<file path="config.mk">
export PLATFORM = sky130hd
export DESIGN_NAME = register_file
export DESIGN_NICKNAME = d
export VERILOG_FILES = /design/src/rtl/regfile_pkg.sv /design/src/rtl/regfile_clear_fsm.sv /design/src/rtl/register_file.sv
export SDC_FILE = /design/constraint.sdc
export NUM_CORES = 1
export LEC_CHECK = 0
export BUFFER_PORTS_ARGS = -buffer_cell sky130_fd_sc_hd__clkbuf_2
export CORE_MARGIN = 2
export CORE_UTILIZATION = 25
export CTS_CLUSTER_DIAMETER = 80
export DETAILED_ROUTE_END_ITERATION = 16
export REMOVE_ABC_BUFFERS = 1
export SLEW_MARGIN = 5
export SYNTH_ARGS = -nofsm -noshare
export SYNTH_HDL_FRONTEND = slang
export SYNTH_SLANG_ARGS = --single-unit
</file>
<file path="constraint.sdc">
create_clock -name clk -period 2.15 [get_ports clk]
set_input_delay 0.215 -clock clk [delete_from_list [all_inputs] [get_ports clk]]
set_output_delay 0.215 -clock clk [all_outputs]
set_load 0.02 [all_outputs]
</file>
<file path="src/rtl/regfile_pkg.sv">
`default_nettype none
// ============================================================================
// Module      : regfile_pkg
// Description : Shared types and default sizes for the register_file slice.
// Revision    : 1.0 - initial release
// ============================================================================
package regfile_pkg;

    localparam int c_default_width = 16;
    localparam int c_default_depth = 8;

    typedef enum logic [1:0] {
        IDLE  = 2'd0,
        CLEAR = 2'd1,
        DONE  = 2'd2
    } clr_state_e;

endpackage : regfile_pkg
`default_nettype wire

</file>
<file path="src/rtl/regfile_clear_fsm.sv">
`default_nettype none
// ============================================================================
// Module      : regfile_clear_fsm
// Description : Clear-all sequencer; walks the bank zeroing one entry per cycle.
// Revision    : 1.0 - initial release
// ============================================================================
module regfile_clear_fsm
    import regfile_pkg::*;
#(
    parameter int DEPTH  = c_default_depth,
    parameter int ADDR_W = $clog2(DEPTH)
) (
    input  logic              clk,
    input  logic              rst_n,
    input  logic              clr_req,
    output logic              busy,
    output logic              clr_done,
    output logic              clr_start,
    output logic              clr_we,
    output logic [ADDR_W-1:0] clr_addr
);

    localparam logic [ADDR_W-1:0] c_last = ADDR_W'(DEPTH - 1);

    clr_state_e        r_state;
    logic [ADDR_W-1:0] r_cnt;
    logic              r_busy;
    logic              r_done;

    always_ff @(posedge clk or negedge rst_n) begin
        if (!rst_n) begin
            r_state <= IDLE;
            r_cnt   <= '0;
            r_busy  <= 1'b0;
            r_done  <= 1'b0;
        end else begin
            case (r_state)
                IDLE: begin
                    r_done <= 1'b0;
                    if (clr_req) begin
                        r_state <= CLEAR;
                        r_cnt   <= '0;
                        r_busy  <= 1'b1;
                    end
                end
                CLEAR: begin
                    // Stop on the last real entry so non-power-of-two depths never touch unused codes
                    if (r_cnt == c_last) begin
                        r_state <= DONE;
                        r_busy  <= 1'b0;
                        r_done  <= 1'b1;
                    end else begin
                        r_cnt <= r_cnt + 1'b1;
                    end
                end
                DONE: begin
                    r_state <= IDLE;
                    r_done  <= 1'b0;
                end
                default: begin
                    r_state <= IDLE;
                    r_busy  <= 1'b0;
                    r_done  <= 1'b0;
                end
            endcase
        end
    end

    assign busy      = r_busy;
    assign clr_done  = r_done;
    assign clr_we    = r_busy;
    assign clr_addr  = r_cnt;
    assign clr_start = (r_state == IDLE) && clr_req;

endmodule : regfile_clear_fsm
`default_nettype wire

</file>
<file path="src/rtl/register_file.sv">
`default_nettype none
// ============================================================================
// Module      : register_file
// Description : DEPTH x WIDTH register bank, one write port, two registered
//               read ports and a sequenced clear-all engine.
//               Optional macro REGFILE_BYPASS_EN enables write-first forwarding.
// Revision    : 1.0 - initial release
// ============================================================================
module register_file
    import regfile_pkg::*;
#(
    parameter int WIDTH  = c_default_width,
    parameter int DEPTH  = c_default_depth,
    parameter int ADDR_W = $clog2(DEPTH)
) (
    input  logic              clk,
    input  logic              rst_n,
    input  logic              we,
    input  logic [ADDR_W-1:0] waddr,
    input  logic [WIDTH-1:0]  wdata,
    input  logic [ADDR_W-1:0] raddr_a,
    output logic [WIDTH-1:0]  rdata_a,
    input  logic [ADDR_W-1:0] raddr_b,
    output logic [WIDTH-1:0]  rdata_b,
    input  logic              clr_req,
    output logic              busy,
    output logic              clr_done
);

    localparam int                c_depth_int = DEPTH;
    localparam logic [ADDR_W:0]   c_depth     = c_depth_int[ADDR_W:0];

    logic [WIDTH-1:0]  r_mem [DEPTH];
    logic [WIDTH-1:0]  r_rdata_a;
    logic [WIDTH-1:0]  r_rdata_b;

    logic              w_busy;
    logic              w_clr_start;
    logic              w_clr_we;
    logic [ADDR_W-1:0] w_clr_addr;
    logic              w_wr_en;
    logic              w_a_in_range;
    logic              w_b_in_range;
    logic [WIDTH-1:0]  w_next_a;
    logic [WIDTH-1:0]  w_next_b;

    regfile_clear_fsm #(
        .DEPTH  (DEPTH),
        .ADDR_W (ADDR_W)
    ) u_clear_fsm (
        .clk       (clk),
        .rst_n     (rst_n),
        .clr_req   (clr_req),
        .busy      (w_busy),
        .clr_done  (clr_done),
        .clr_start (w_clr_start),
        .clr_we    (w_clr_we),
        .clr_addr  (w_clr_addr)
    );

    // A clear request arriving in the same cycle as a write takes priority
    assign w_wr_en      = we && !w_busy && !w_clr_start && ({1'b0, waddr} < c_depth);
    assign w_a_in_range = ({1'b0, raddr_a} < c_depth);
    assign w_b_in_range = ({1'b0, raddr_b} < c_depth);

    always_comb begin
        w_next_a = '0;
        w_next_b = '0;
        if (w_a_in_range) w_next_a = r_mem[raddr_a];
        if (w_b_in_range) w_next_b = r_mem[raddr_b];
`ifdef REGFILE_BYPASS_EN
        if (w_wr_en && (waddr == raddr_a)) w_next_a = wdata;
        if (w_wr_en && (waddr == raddr_b)) w_next_b = wdata;
`endif
    end

    always_ff @(posedge clk or negedge rst_n) begin
        if (!rst_n) begin
            for (int i = 0; i < DEPTH; i++) begin
                r_mem[i] <= '0;
            end
            r_rdata_a <= '0;
            r_rdata_b <= '0;
        end else begin
            r_rdata_a <= w_next_a;
            r_rdata_b <= w_next_b;
            if (w_clr_we) begin
                r_mem[w_clr_addr] <= '0;
            end else if (w_wr_en) begin
                r_mem[waddr] <= wdata;
            end
        end
    end

    assign rdata_a = r_rdata_a;
    assign rdata_b = r_rdata_b;
    assign busy    = w_busy;

endmodule : register_file
`default_nettype wire

</file>
**After elaboration in Yosys (flattened, before gate mapping)**

Index checks and enable logic that the tools add are counted.
Widths: inputs -> output; s select.

- Register bits after elaboration: 167
- Bits of input ports: 29
- Output and inout port bits: 34
- Logic and storage cells: 71

- Add/subtract/negate cells: 1
- $lt $le $gt $ge: 6
- Eq/ne operators: 6
- Mux-type cells: 24
- Bitwise operators: 7
- Reductions and logical operators: 13

Operator list:

| operator | number |
|---|---|
| $mux 128 | 2 |
| $and 128x128->128 | 1 |
| $bwmux 128 | 1 |
| $not 128->128 | 1 |
| $bmux 16 s3 | 2 |
| $demux 16 s3 | 2 |
| $mux 16 | 6 |
| $ge 4x4->1 const B | 4 |
| $not 3->4 | 4 |
| $lt 4x1->1 const B | 2 |
| $mux 3 | 2 |
| $pmux 3 s2 | 1 |
| $reduce_and 3->1 | 2 |
| $logic_and 1x1->1 | 5 |
| $mux 1 | 4 |
| $mux 2 | 2 |
| $ne 2x2->1 const B | 2 |
| $pmux 2 s2 | 1 |
| $reduce_bool 2->1 | 2 |
| $add 3x1->3 const B | 1 |
| $eq 3x3->1 const B | 1 |
| $pmux 1 s3 | 1 |
| $eq 2x1->1 const B | 1 |
| $eq 2x2->1 const B | 1 |
| 5 further kinds | 6 |

**Longest topological paths before layout**

- Word-level depth: 8
- Mapped depth: 7
- Depth with buffers taken out: 5

**Cells and area by module**

A second synthesis with hierarchy kept.

- Cell total of the unflattened synthesis: 648
- Area, all modules: 8533.2 µm²

Modules (own cells, without submodules):

| module | instances | cells each | area an instance (µm²) | sequential area each (µm²) |
|---|---|---|---|---|
| register_file | 1 | 614 | 8176.6 | 4003.8 |
| regfile_clear_fsm | 1 | 34 | 356.6 | 175.2 |

**Least setup slack after synthesis**

No wires, ideal clock.

- Kind: flip-flop to flip-flop
- Start point: register u_clear_fsm.r_state[0]
- End point: register r_mem[82] in the netlist's numbering
- Setup time: 0.150 ns
- Arrival time: 1.488 ns
- Data required time: 2.000 ns
- Path slack: 0.512 ns
- Cell stages (with the launch flop): 8
- Path buffers: 4
- Clock period less this slack: 1.638 ns
- Cell sequence: dfrtp_1 buf_6 or3b_4 buf_6 buf_2 buf_2 nand3_1 o311ai_0

- Cells in the longest elaborated chain, start to end: 5

RTL lines:

| item | RTL line | text |
|---|---|---|
| start, declared | regfile_clear_fsm.sv:25 | `clr_state_e r_state;` |
| start signal, assigned | regfile_clear_fsm.sv:32 | `r_state <= IDLE;` |
| start signal, assigned | regfile_clear_fsm.sv:41 | `r_state <= CLEAR;` |
| start signal, assigned | regfile_clear_fsm.sv:49 | `r_state <= DONE;` |
| $logic_not 2->1 | regfile_clear_fsm.sv:73 | `assign clr_start = (r_state == IDLE) && clr_req;` |
| $logic_and 1x1->1 | regfile_clear_fsm.sv:73 |  |
| $logic_not 1->1 | register_file.sv:62 | `assign w_wr_en = we && !w_busy && !w_clr_start && ({1'b0, waddr} < c_depth);` |
| $logic_and 1x1->1 | register_file.sv:62 |  |
| $reduce_bool 2->1 (no line) | n/a |  |
| end signal, assigned by index | register_file.sv:90 | `r_mem[waddr] <= wdata;` |
| end, declared | register_file.sv:33 | `logic [WIDTH-1:0] r_mem [DEPTH];` |

No other way between the ends.
A chain may end at the register's enable or synchronous reset.

**Worst setup path in the final report**

- Start point: register u_clear_fsm.r_state[0]
- End point: register r_mem[103] in the netlist's numbering

The elaborated chain is that of the path after synthesis.

==> impl_metrics.json <==
{
  "clockBufferDepth": 2,
  "synth_area_leaders": "dfrtp_1, mux4_2, nand3_1",
  "synth_top_cell_area_share_pct": 42.5,
  "cts_max_level": 4,
  "cts_resized": 0,
  "die_y_um": 202,
  "grt.total_usage_pct": 15.6,
  "synthArstFlopShare_pct": 100,
  "drt_iter0_markers": 953,
  "grt-ovfl-total": 0,
  "vdd_ir_drop_max_mv": 0.622,
  "yosysUniqueCellTypes": 35,
  "clock_skew_ps": 8.46,
  "initial_core_util_pct": 25.4,
  "drc_errors": 0,
  "critPathSlowestCell": "or3b_4",
  "vias": 8443,
  "timing.fmax_mhz": 529,
  "cts_root_buffer": "clkbuf_16",
  "row_count": 72,
  "r2r_slack_ps": 260,
  "cts-buffers-inserted": 17,
  "synth_largest_area_cell": "dfrtp_1",
  "slowest_delay_ps": 570,
  "post_cts_buffers": 0,
  "period_minus_slack_ps": 1890,
  "required_ps": 2440,
  "cts_tree": "yes",
  "total_power_mw": 14.0,
  "worstMarginPinSlew_ps": 845,
  "syn2layout_area_growth_pct": 15.2,
  "powerDensity_nw_per_um2": 1240,
  "top_layer_used": "met4",
  "cts.sinks": 167,
  "synth_seq_cells": 167,
  "grt_pass1_vias": 8323,
  "cap_violations": 0,
  "grt_pass1_wl_um": 49400,
  "final_layout_size_suffix_gt1_share_pct": 22.2,
  "syn_area_per_cell_um2": 9.98,
  "dpl-instance-area_um2": 10700,
  "dieWidth_um": 202,
  "crit_chain": "or3b_4 -> and2_4 -> o311ai_0",
  "finalCritPeriodShare_pct": 87.8,
  "grt_max_degree": 97,
  "die_area_um2": 40900,
  "hold_viol": 0,
  "first_pass_iters": 5,
  "ys_top_cells_by_count": "nand3_1, dfrtp_1, inv_1, o311ai_1, mux4_2",
  "ios": 63,
  "setup_tns_ps": 0,
  "port_buffers": 62,
  "synth.yosys.warnings": 0,
  "synth_most_common_cell": "nand3_1",
  "power.leakage_nw": 4.27,
  "clk_latency_ps": 430,
  "status": "complete, no violations",
  "netlist_instances": 985,
  "ys.flop_type": "dfrtp_1",
  "cp_max_fo": 23,
  "crit_arrival_ps": 2170,
  "hold_path.class": "in2reg",
  "start_kind": "register",
  "wl_met3_um": 2230,
  "drv_slew": 0,
  "insertedDiodeCount": 0,
  "wl_um": 31900,
  "core-area_um2": 38700,
  "maxSlewHeadroom_pct": 43.6,
  "setup_viol": 0,
  "gp_congestion": 0.780,
  "wl_per_cell_um": 21.0,
  "worst_setup_path_end_kind": "register",
  "wl_met2_um": 15000,
  "cp.buffers_inverters": 0,
  "fin_area_um2": 11300,
  "clkTransAtPathRegs_ps": 70,
  "cts_hold_buf": 1,
  "criticalPathCategory": "reg2reg",
  "wl_met1_um": 13400,
  "place_hpwl_um": 19400,
  "antenna_found_initial": 1,
  "final_nets": 1023,
  "viasPerCell": 5.54,
  "whs_ps": 76.9,
  "ys_seq_area_share_pct": 42.5,
  "syn-cell-area_um2": 9830,
  "ant_nets": 0,
  "critical_path.top_delay_family": "simple AND/OR/NAND/NOR gates",
  "synth_edf_count": 0,
  "rsz0062_at_grt": "no"
}
==> registers in the layout (all words and copies together), names as in the netlist <==
signal,count
r_mem,128
rdata_a,16
rdata_b,16
u_clear_fsm.busy,1
u_clear_fsm.clr_addr,3
u_clear_fsm.clr_done,1
u_clear_fsm.r_state,2
==> area by class of cell <==
class	instances	area, µm²
clock buffers	21	460
flip-flops and latches	167	4180
fillers	4017	27400
repair buffers	107	757
clock inverters	11	149
well taps	518	648
inverters	129	484
multi-input cells	570	4650
==> worst paths after layout <==
path                                        startpoint                      to  cells after the start
worst max-delay path            u_clear_fsm.r_state[0]              r_mem[103]                      3
worst min-delay path                           clr_req  u_clear_fsm.r_state[0]                      3
min in group asynchronous                        rst_n               r_mem[46]                      2
worst min register to register              r_mem[126]              r_mem[126]                      2
worst max register to register  u_clear_fsm.r_state[0]              r_mem[103]                      3
max in group asynchronous                        rst_n               r_mem[84]                      3
==> kinds of logic (layout without fill, tap and decap cells) <==
family,after synthesis,in the layout,synth area share [%]
compound gates,166,166,13.8
flops,167,167,42.5
buf+inv,248,268,10.6
simple gates,335,335,17.8
fa+ha+maj,2,2,0.255
mux,67,67,15.0
==> through the flow <==
stage | utilization [%] | setup slack, ps | instances
finish | 29.2 | 261 | 1523
global route | 29.2 | 249 | 1523
CTS | 29.2 | 351 | 1523
detailed placement | 27.6 | 328 | 1490
global placement | 27.6 | 426 | 1490
floorplan | - | -3300 | 866
==> placed cells by master (no fill, tap or decap), types with 8 or more instances in the layout <==
| cell | instances |
|---|---|
| nand3_1 | 241 |
| o311ai_1 | 77 |
| nand2_1 | 48 |
| clkbuf_16 | 17 |
| o311ai_0 | 47 |
| inv_1 | 129 |
| dfrtp_1 | 166 |
| buf_4 | 36 |
| buf_12 | 8 |
| o21ai_0 | 32 |
| mux4_2 | 64 |
| nor2b_1 | 16 |
| and2_4 | 8 |
| clkbuf_2 | 61 |
==> power by group <==
group          switching [mW]  internal (mW)  total, mW  leakage, nW
clock                    1.33           1.89       3.22        0.289
sequential              0.983           4.35       5.33         2.28
combinational            3.22           2.22       5.44         1.70
total                    5.54           8.46       14.0         4.27
==> worst register-to-register path: cells and delay by family (launching register included) <==
| kind | cells | cell delay (ps) |
|---|---|---|
| AND/OR/NAND/NOR | 2 | 860 |
| AO/OA/AOI/OAI | 1 | 420 |
| flip-flops | 1 | 460 |
==> metal layers <==
metal / up-vias / GRT usage (%)
met3: 70 / 1.85
met4: 0 / 7.14
met1: 4279 / 21.1
met5: - / 0
met2: 439 / 25.2
li1: 3655 / -
Power figures use the tool's default switching activity.
